File: src/rtl/fetch_queue_if.sv
// Fetch/decode handshake bundle for fetch_queue: enqueue side from fetch, dequeue side to decode.
interface fetch_queue_if #(
    parameter int WORD_W = 32
);
    logic              enq_valid;
    logic              enq_ready;
    logic [WORD_W-1:0] enq_instr;
    logic [WORD_W-1:0] enq_pc;
    logic [WORD_W-1:0] enq_pc_p4;
    logic [WORD_W-1:0] enq_nxt_pc;
    logic              deq_valid;
    logic              deq_ready;
    logic [WORD_W-1:0] deq_instr;
    logic [WORD_W-1:0] deq_pc;
    logic [WORD_W-1:0] deq_pc_p4;
    logic [WORD_W-1:0] deq_nxt_pc;

    modport slave (
        input  enq_valid, enq_instr, enq_pc, enq_pc_p4, enq_nxt_pc, deq_ready,
        output enq_ready, deq_valid, deq_instr, deq_pc, deq_pc_p4, deq_nxt_pc
    );

    modport master (
        output enq_valid, enq_instr, enq_pc, enq_pc_p4, enq_nxt_pc, deq_ready,
        input  enq_ready, deq_valid, deq_instr, deq_pc, deq_pc_p4, deq_nxt_pc
    );
endinterface

File: src/rtl/fetch_queue.sv
// Circular instruction fetch queue between fetch and decode, with flush and freeze.
// Define FETCHQ_BYPASS_EN to let an empty queue pass the incoming instruction straight to decode.
module fetch_queue #(
    parameter  int DEPTH  = 4,
    parameter  int WORD_W = 32,
    localparam int PW     = $clog2(DEPTH),
    localparam int CW     = $clog2(DEPTH + 1)
) (
    input  logic          CLK,
    input  logic          RST,
    input  logic          flush,
    input  logic          freeze,
    fetch_queue_if.slave  fq,
    output logic [CW-1:0] count
);
    localparam int EW = 4 * WORD_W;

    logic [EW-1:0] mem_r [DEPTH];
    logic [PW-1:0] rd_ptr_r;
    logic [PW-1:0] wr_ptr_r;
    logic [CW-1:0] count_r;

    logic          empty_s;
    logic          full_s;
    logic          bypass_s;
    logic          enq_ready_s;
    logic          deq_valid_s;
    logic          push_s;
    logic          pop_s;
    logic          direct_s;
    logic          wr_en_s;
    logic          rd_en_s;
    logic [EW-1:0] enq_entry_s;
    logic [EW-1:0] head_s;
    logic [EW-1:0] deq_data_s;

    assign enq_entry_s = {fq.enq_instr, fq.enq_pc, fq.enq_pc_p4, fq.enq_nxt_pc};
    assign head_s      = mem_r[rd_ptr_r];

    // Handshake decode, bypass selection and head presentation
    always_comb begin
        empty_s = (count_r == {CW{1'b0}});
        full_s  = (count_r == CW'(DEPTH));
`ifdef FETCHQ_BYPASS_EN
        bypass_s = empty_s && fq.enq_valid && !freeze && !flush;
`else
        bypass_s = 1'b0;
`endif
        enq_ready_s = !full_s && !freeze && !flush;
        deq_valid_s = !empty_s || bypass_s;
        push_s      = fq.enq_valid && enq_ready_s;
        pop_s       = deq_valid_s && fq.deq_ready && !freeze && !flush;
        // A bypassed instruction taken by decode never touches storage
        direct_s    = bypass_s && fq.deq_ready;
        wr_en_s     = push_s && !direct_s;
        rd_en_s     = pop_s && !direct_s;
        if (!empty_s) begin
            deq_data_s = head_s;
        end else if (bypass_s) begin
            deq_data_s = enq_entry_s;
        end else begin
            deq_data_s = {EW{1'b0}};
        end
    end

    assign fq.enq_ready  = enq_ready_s;
    assign fq.deq_valid  = deq_valid_s;
    assign fq.deq_instr  = deq_data_s[4*WORD_W-1:3*WORD_W];
    assign fq.deq_pc     = deq_data_s[3*WORD_W-1:2*WORD_W];
    assign fq.deq_pc_p4  = deq_data_s[2*WORD_W-1:WORD_W];
    assign fq.deq_nxt_pc = deq_data_s[WORD_W-1:0];
    assign count         = count_r;

    // Pointer and occupancy state; reset and flush both empty the queue
    always_ff @(posedge CLK) begin
        if (RST || flush) begin
            rd_ptr_r <= {PW{1'b0}};
            wr_ptr_r <= {PW{1'b0}};
            count_r  <= {CW{1'b0}};
        end else if (!freeze) begin
            if (wr_en_s) begin
                wr_ptr_r <= wr_ptr_r + PW'(1'b1);
            end
            if (rd_en_s) begin
                rd_ptr_r <= rd_ptr_r + PW'(1'b1);
            end
            case ({wr_en_s, rd_en_s})
                2'b10:   count_r <= count_r + CW'(1'b1);
                2'b01:   count_r <= count_r - CW'(1'b1);
                default: count_r <= count_r;
            endcase
        end else begin
            rd_ptr_r <= rd_ptr_r;
            wr_ptr_r <= wr_ptr_r;
            count_r  <= count_r;
        end
    end

    // Entry storage; contents are don't-care once pointers discard them
    always_ff @(posedge CLK) begin
        if (!RST && wr_en_s) begin
            mem_r[wr_ptr_r] <= enq_entry_s;
        end
    end
endmodule

File: src/flat_wrapper.sv
// flat-port wrapper written by rule: the top's interface ports become plain ports
module fetch_queue_flat 
#(
    parameter  int DEPTH  = 4,
    parameter  int WORD_W = 32,
    localparam int PW     = $clog2(DEPTH),
    localparam int CW     = $clog2(DEPTH + 1)
)
  (CLK, RST, flush, freeze, count, fq_enq_valid, fq_enq_instr, fq_enq_pc, fq_enq_pc_p4, fq_enq_nxt_pc, fq_deq_ready, fq_enq_ready, fq_deq_valid, fq_deq_instr, fq_deq_pc, fq_deq_pc_p4, fq_deq_nxt_pc);
  fetch_queue_if #(.WORD_W(WORD_W)) fq_i ();
  input  logic CLK;
  input  logic RST;
  input  logic flush;
  input  logic freeze;
  output logic [CW-1:0] count;
  input wire logic [$bits(fq_i.enq_valid)-1:0] fq_enq_valid;
  input wire logic [$bits(fq_i.enq_instr)-1:0] fq_enq_instr;
  input wire logic [$bits(fq_i.enq_pc)-1:0] fq_enq_pc;
  input wire logic [$bits(fq_i.enq_pc_p4)-1:0] fq_enq_pc_p4;
  input wire logic [$bits(fq_i.enq_nxt_pc)-1:0] fq_enq_nxt_pc;
  input wire logic [$bits(fq_i.deq_ready)-1:0] fq_deq_ready;
  output wire logic [$bits(fq_i.enq_ready)-1:0] fq_enq_ready;
  output wire logic [$bits(fq_i.deq_valid)-1:0] fq_deq_valid;
  output wire logic [$bits(fq_i.deq_instr)-1:0] fq_deq_instr;
  output wire logic [$bits(fq_i.deq_pc)-1:0] fq_deq_pc;
  output wire logic [$bits(fq_i.deq_pc_p4)-1:0] fq_deq_pc_p4;
  output wire logic [$bits(fq_i.deq_nxt_pc)-1:0] fq_deq_nxt_pc;
  assign fq_i.enq_valid = fq_enq_valid;
  assign fq_i.enq_instr = fq_enq_instr;
  assign fq_i.enq_pc = fq_enq_pc;
  assign fq_i.enq_pc_p4 = fq_enq_pc_p4;
  assign fq_i.enq_nxt_pc = fq_enq_nxt_pc;
  assign fq_i.deq_ready = fq_deq_ready;
  assign fq_enq_ready = fq_i.enq_ready;
  assign fq_deq_valid = fq_i.deq_valid;
  assign fq_deq_instr = fq_i.deq_instr;
  assign fq_deq_pc = fq_i.deq_pc;
  assign fq_deq_pc_p4 = fq_i.deq_pc_p4;
  assign fq_deq_nxt_pc = fq_i.deq_nxt_pc;
  fetch_queue #(.DEPTH(DEPTH), .WORD_W(WORD_W)) u_core (.CLK(CLK), .RST(RST), .flush(flush), .freeze(freeze), .fq(fq_i), .count(count));
endmodule
File: config.mk
export PLATFORM = sky130hd
export DESIGN_NAME = fetch_queue_flat
export DESIGN_NICKNAME = d
export VERILOG_FILES = /design/src/rtl/fetch_queue_if.sv /design/src/rtl/fetch_queue.sv /design/src/flat_wrapper.sv
export SDC_FILE = /design/constraint.sdc
export NUM_CORES = 1
export LEC_CHECK = 0
export ABC_AREA = 1
export CAP_MARGIN = 20
export CORE_MARGIN = 2
export CORE_UTILIZATION = 52
export CTS_BUF_LIST = sky130_fd_sc_hd__clkbuf_4
export CTS_CLUSTER_SIZE = 24
export DETAILED_ROUTE_END_ITERATION = 10
export PLACE_DENSITY_LB_ADDON = 0.2
export SYNTH_ARGS = -nofsm -noshare
export SYNTH_HDL_FRONTEND = slang
export SYNTH_SLANG_ARGS = --single-unit
File: constraint.sdc
create_clock -name CLK -period 11.9 [get_ports CLK]
set_clock_uncertainty 0.1 [all_clocks]
set_input_delay 1.785 -clock CLK [delete_from_list [all_inputs] [get_ports CLK]]
set_output_delay 1.785 -clock CLK [all_outputs]
set_load 0.05 [all_outputs]
# After elaboration in Yosys (flattened, before gate mapping)
# Memories as Yosys holds them, arrays and structs flattened. A register that Yosys moved wholly into a read port is not among the register bits.
# Index checks and enable logic that the tools add are counted.
# op_classes
n_addsub	4
n_eq_ne	3
mux	6
bitwise_logic	1
n_reduce_logical	18
# op_table
operator	count
128-bit two-way mux	1
1-bit logical AND	7
3-bit case mux with 2 select lines	1
2-bit AND reduction	3
1-bit logical NOT	5
2-bit by 1-bit adder with 2-bit output (second input constant)	2
2-bit two-way mux	2
3-bit by 1-bit adder with 3-bit output (second input constant)	1
3-bit == test (second input constant)	1
3-bit logical NOT	1
3-bit by 1-bit subtractor with 3-bit output (second input constant)	1
2-bit by 1-bit == test with 1-bit output (second input constant)	1
2-bit == test (second input constant)	1
1-bit two-way mux	2
2-bit nonzero test	1
1-bit logical OR	1
1-bit inverter	1
# totals
register_bits	7
ramBits	512
inputBits	134
output_inout_bits	133
word_cells	36
memories	1
# mem_list
name	depth	width	read_ports	rd_clocked_by_memory_dff	write_ports	line	source
u_core.mem_r	4	128	1	1	1	fetch_queue.sv:18	logic [EW-1:0] mem_r [DEPTH];

# Longest topological paths before layout
# logic_depth
ltp_word	8
ltp_mapped	14
mapped_depth_nobuf	13

# Worst setup path before layout
# OpenSTA, ideal clock, no wires.
# synth_path
path_type	input -> register
start	input freeze
end	memory u_core.mem_r[0][0] in the netlist's numbering, enable pin
setup_time_ns	0.801
arrival_time_ns	11.482
t_required_ns	10.999
setup_slack_ns	-0.483
cell_stages	3
path_buffers	0
cell_sequence	nor2_1 nand3_1 nor3b_1
# synth_between
elab_chain_len	7
# synth_lines
item	line	source
start, declared	flat_wrapper.sv:14	input logic freeze;
1-bit logical NOT	fetch_queue.sv:49	enq_ready_s = !full_s && !freeze && !flush;
1-bit logical AND (2 in series)	fetch_queue.sv:49	
1-bit logical AND	fetch_queue.sv:51	push_s = fq.enq_valid && enq_ready_s;
1-bit logical AND	fetch_queue.sv:101	if (!RST && wr_en_s) begin
1-bit two-way mux	fetch_queue.sv:101	
1-bit two-way mux (not written as such)	fetch_queue.sv:102	mem_r[wr_ptr_r] <= enq_entry_s;
end, declared	fetch_queue.sv:18	
# Every way passes these cells.

==> flow_summary.json <==
{
  "min_period_ns": 6.33,
  "dieArea_mm2": 0.0409,
  "layout-drive-gt1-share_pct": 11.2,
  "holdPathStages": 4,
  "p_clk_share_pct": 39.6,
  "rows": 72,
  "synth_warnings": 0,
  "synth_seq_cells": 521,
  "synth.cell_area_mm2": 0.0204,
  "drv_cap": 0,
  "fp.dieH_um": 202,
  "netlist_top_cells_area": "edfxtp_1 (75%), nor2_1 (9.7%), o21ai_0 (6.1%), a21oi_1 (3.2%), buf_6 (1.3%)",
  "final_nets": 2045,
  "wl_um": 45900,
  "core-area_mm2": 0.0387,
  "vias_per_cell": 5.28,
  "hold_slack_ns": 0.442,
  "tightest_slew_ns": 1.10,
  "rsz0062_at_grt": "no",
  "start_util_pct": 52.7,
  "crit_fanout": 101,
  "clock-sinks": 521,
  "dp_slack_ns": 6.32,
  "yosys.cell_types.count": 23,
  "gr-usage-all-layers_pct": 22.4,
  "ys_seq_area_share_pct": 76.2,
  "worstPathArrival_ns": 4.45,
  "p_comb_share_pct": 3.8,
  "grt_start_max_net_pins": 150,
  "top_usage_layer": "met2",
  "num_vias": 13290,
  "period_share_pct": 53.2,
  "worst_slack_ns": 5.57,
  "wl_per_cell_um": 18.2,
  "post-cts-setup-buffers": 0,
  "cp_data_required_time_ns": 10.02,
  "die_w_um": 202,
  "cts_resized": 0,
  "relSlewSlack_pct": 26.9,
  "hp-class": "reg2reg",
  "hpwl_um": 23600,
  "htree_levels": 4,
  "cp-end-kind": "output pin",
  "p_int_mw": 2.82,
  "swShare_pct": 21.2,
  "irDropWorstVdd_uv": 105,
  "fill_cells": 2935,
  "synthCells": 1585,
  "gr-usage-met2_pct": 37.5,
  "cts_made_buffers": 135,
  "pwr-share-seq_pct": 56.6,
  "r2r.worst_path.cells": 6,
  "outcome": "complete, no violations",
  "final_hold_viol_count": 0,
  "drt_iter0_drc": 819,
  "ant_nets": 0,
  "cts_tree": "yes",
  "grt_pass1_vias": 13277,
  "hold_buffers": 0,
  "r2r_start": "u_core.count[0]$_SDFFE_PP0P_",
  "max_freq_mhz": 158,
  "synthDominantCellAreaShare_pct": 75.3,
  "grt-ovfl-total": 0,
  "clock_path_buffers": 3,
  "antenna_found_initial": 6,
  "grtUsageMet1_pct": 27.4,
  "synth_top_area_cell": "edfxtp_1",
  "ff2ff_setup_slack_ns": 8.50,
  "areaGrowthSynthToFinish_pct": 21.6,
  "p_sw_mw": 0.757,
  "crit_type": "reg2out",
  "ios": 267,
  "grt_use_met3_pct": 6.80,
  "min_from": "u_core.rd_ptr_r[1]$_SDFFE_PP0P_",
  "finalMaxSlewViolations": 0,
  "clock_latency_ns": 0.79,
  "drc": 0,
  "grt_first_pass_wirelength_um": 70600,
  "cp-start-kind": "register",
  "cts_root_buffer": "clkbuf_4",
  "place_congestion": 0.769,
  "clk_pin_slew_ns": 0.06,
  "synth.avg_cell_area_um2": 12.9,
  "regArea_mm2": 0.0156,
  "io_buffers": 266,
  "dr.pass1.iters": 5,
  "p_leak_nw": 8.39,
  "cellPowerDensity_mw_per_mm2": 144,
  "synth_nets": 1725,
  "crit-reg2reg-capture": "u_core.mem_r[2][6]$_DFFE_PP_",
  "multiInputGateArea_mm2": 0.00416,
  "final-setup-viol-count": 0
}
-- cells in the final DEF (no fill, tap or decap), types with 2 or more instances in the layout --
master / Yosys / layout
nand3_1: 4 / 4
inv_1: 15 / 14
dfxtp_1: 9 / 7
clkbuf_4: 0 / 185
o21ai_1: 7 / 7
ha_1: 5 / 5
inv_2: 2 / 8
edfxtp_1: 512 / 512
nand2_1: 14 / 14
clkinv_2: 0 / 3
nand4_1: 3 / 3
nor2_1: 527 / 527
dfxtp_4: 0 / 2
clkdlybuf4s50_1: 0 / 266
clkinv_1: 0 / 30
buf_4: 20 / 15
o21ai_0: 250 / 250
a21oi_1: 130 / 130
inv_4: 0 / 2
nor3b_2: 0 / 4
diode_2: 0 / 4
-- flip-flops by register name, summed over array words and instances, names as in the netlist, named ones only --
register	cells
u_core.mem_r	512
u_core.wr_ptr_r	2
u_core.count	3
u_core.rd_ptr_r	2
-- cell families after synthesis --
family                     Yosys count  synth area share [%]
DFF                                521                  76.2
AOI/OAI and AO/OA                  387                  9.49
and+or+nand+nor                    555                  10.4
adders and majority gates            6                 0.404
buffers and inverters              116                  3.55
-- worst max-delay path, cell delays in order (launching register included) --
cell and delay (ns):
dfxtp_4 0.38, buf_4 0.77, buf_4 0.95, nor2_1 0.12, nor2_1 0.12, o21ai_0 0.10
a21oi_1 0.32, clkdlybuf4s50_1 0.88
-- power by group through the flow --
stage,logic (mW),clock network (mW),registers (mW)
after floorplan,0.0519,0,2.07
after global placement,0.132,0,2.07
after detailed placement,0.135,0,2.07
after CTS,0.136,1.46,2.03
after global routing,0.145,1.54,2.03
final,0.135,1.42,2.03
-- per-stage QoR --
stage,power (mW),cell area [µm²],TNS [ns],utilization (%),cells
global placement,2.20,23200,0,60.0,2286
CTS,3.62,24800,0,64.1,2514
global route,3.72,24800,0,64.1,2517
detailed placement,2.20,23200,0,60.0,2286
finish,3.58,24800,0,64.1,2518
floorplan,2.12,20400,-247.35,-,1585
-- cell usage after synthesis --
cell type	n
buf_6	23
inv_2	2
inv_1	15
dfxtp_1	9
buf_4	20
ha_1	5
nand2_2	1
nand3_1	4
and2_1	1
buf_2	9
nand4_1	3
o21ai_1	7
edfxtp_1	512
a21oi_1	130
nor2_1	527
nor4_1	1
clkbuf_2	24
o21ai_0	250
buf_1	7
nand2_1	14
clkbuf_1	16
fa_1	1
nor3b_1	4
-- layout make-up --
| class | count | area share [%] |
|---|---|---|
| tap | 518 | 2.61 |
| antenna | 4 | 0.0403 |
| clock buffer | 185 | 5.59 |
| inverter | 17 | 0.297 |
| multi-input combinational | 948 | 16.7 |
| clock inverter | 43 | 0.786 |
| sequential | 521 | 62.7 |
| timing repair buffer | 282 | 11.3 |
-- per-layer routing --
layer	up-vias	part of all wire (%)	wire, µm
met1	6416	41	18700
met2	432	50	22800
met5	-	0.054	25
met4	4	2.4	1080
li1	6361	-	-
met3	77	7.3	3350
-- how the worst max path moves through the flow --
stage                     startpoint                      endpoint
after global placement      register             fq_deq_nxt_pc[17]
after CTS                   register              fq_deq_nxt_pc[4]
after floorplan               freeze  u_core.mem_r[0][0]$_DFFE_PP_
after detailed placement    register              fq_deq_nxt_pc[4]
after global routing        register              fq_deq_nxt_pc[4]
final                       register              fq_deq_nxt_pc[4]
Power figures use the tool's default switching activity.
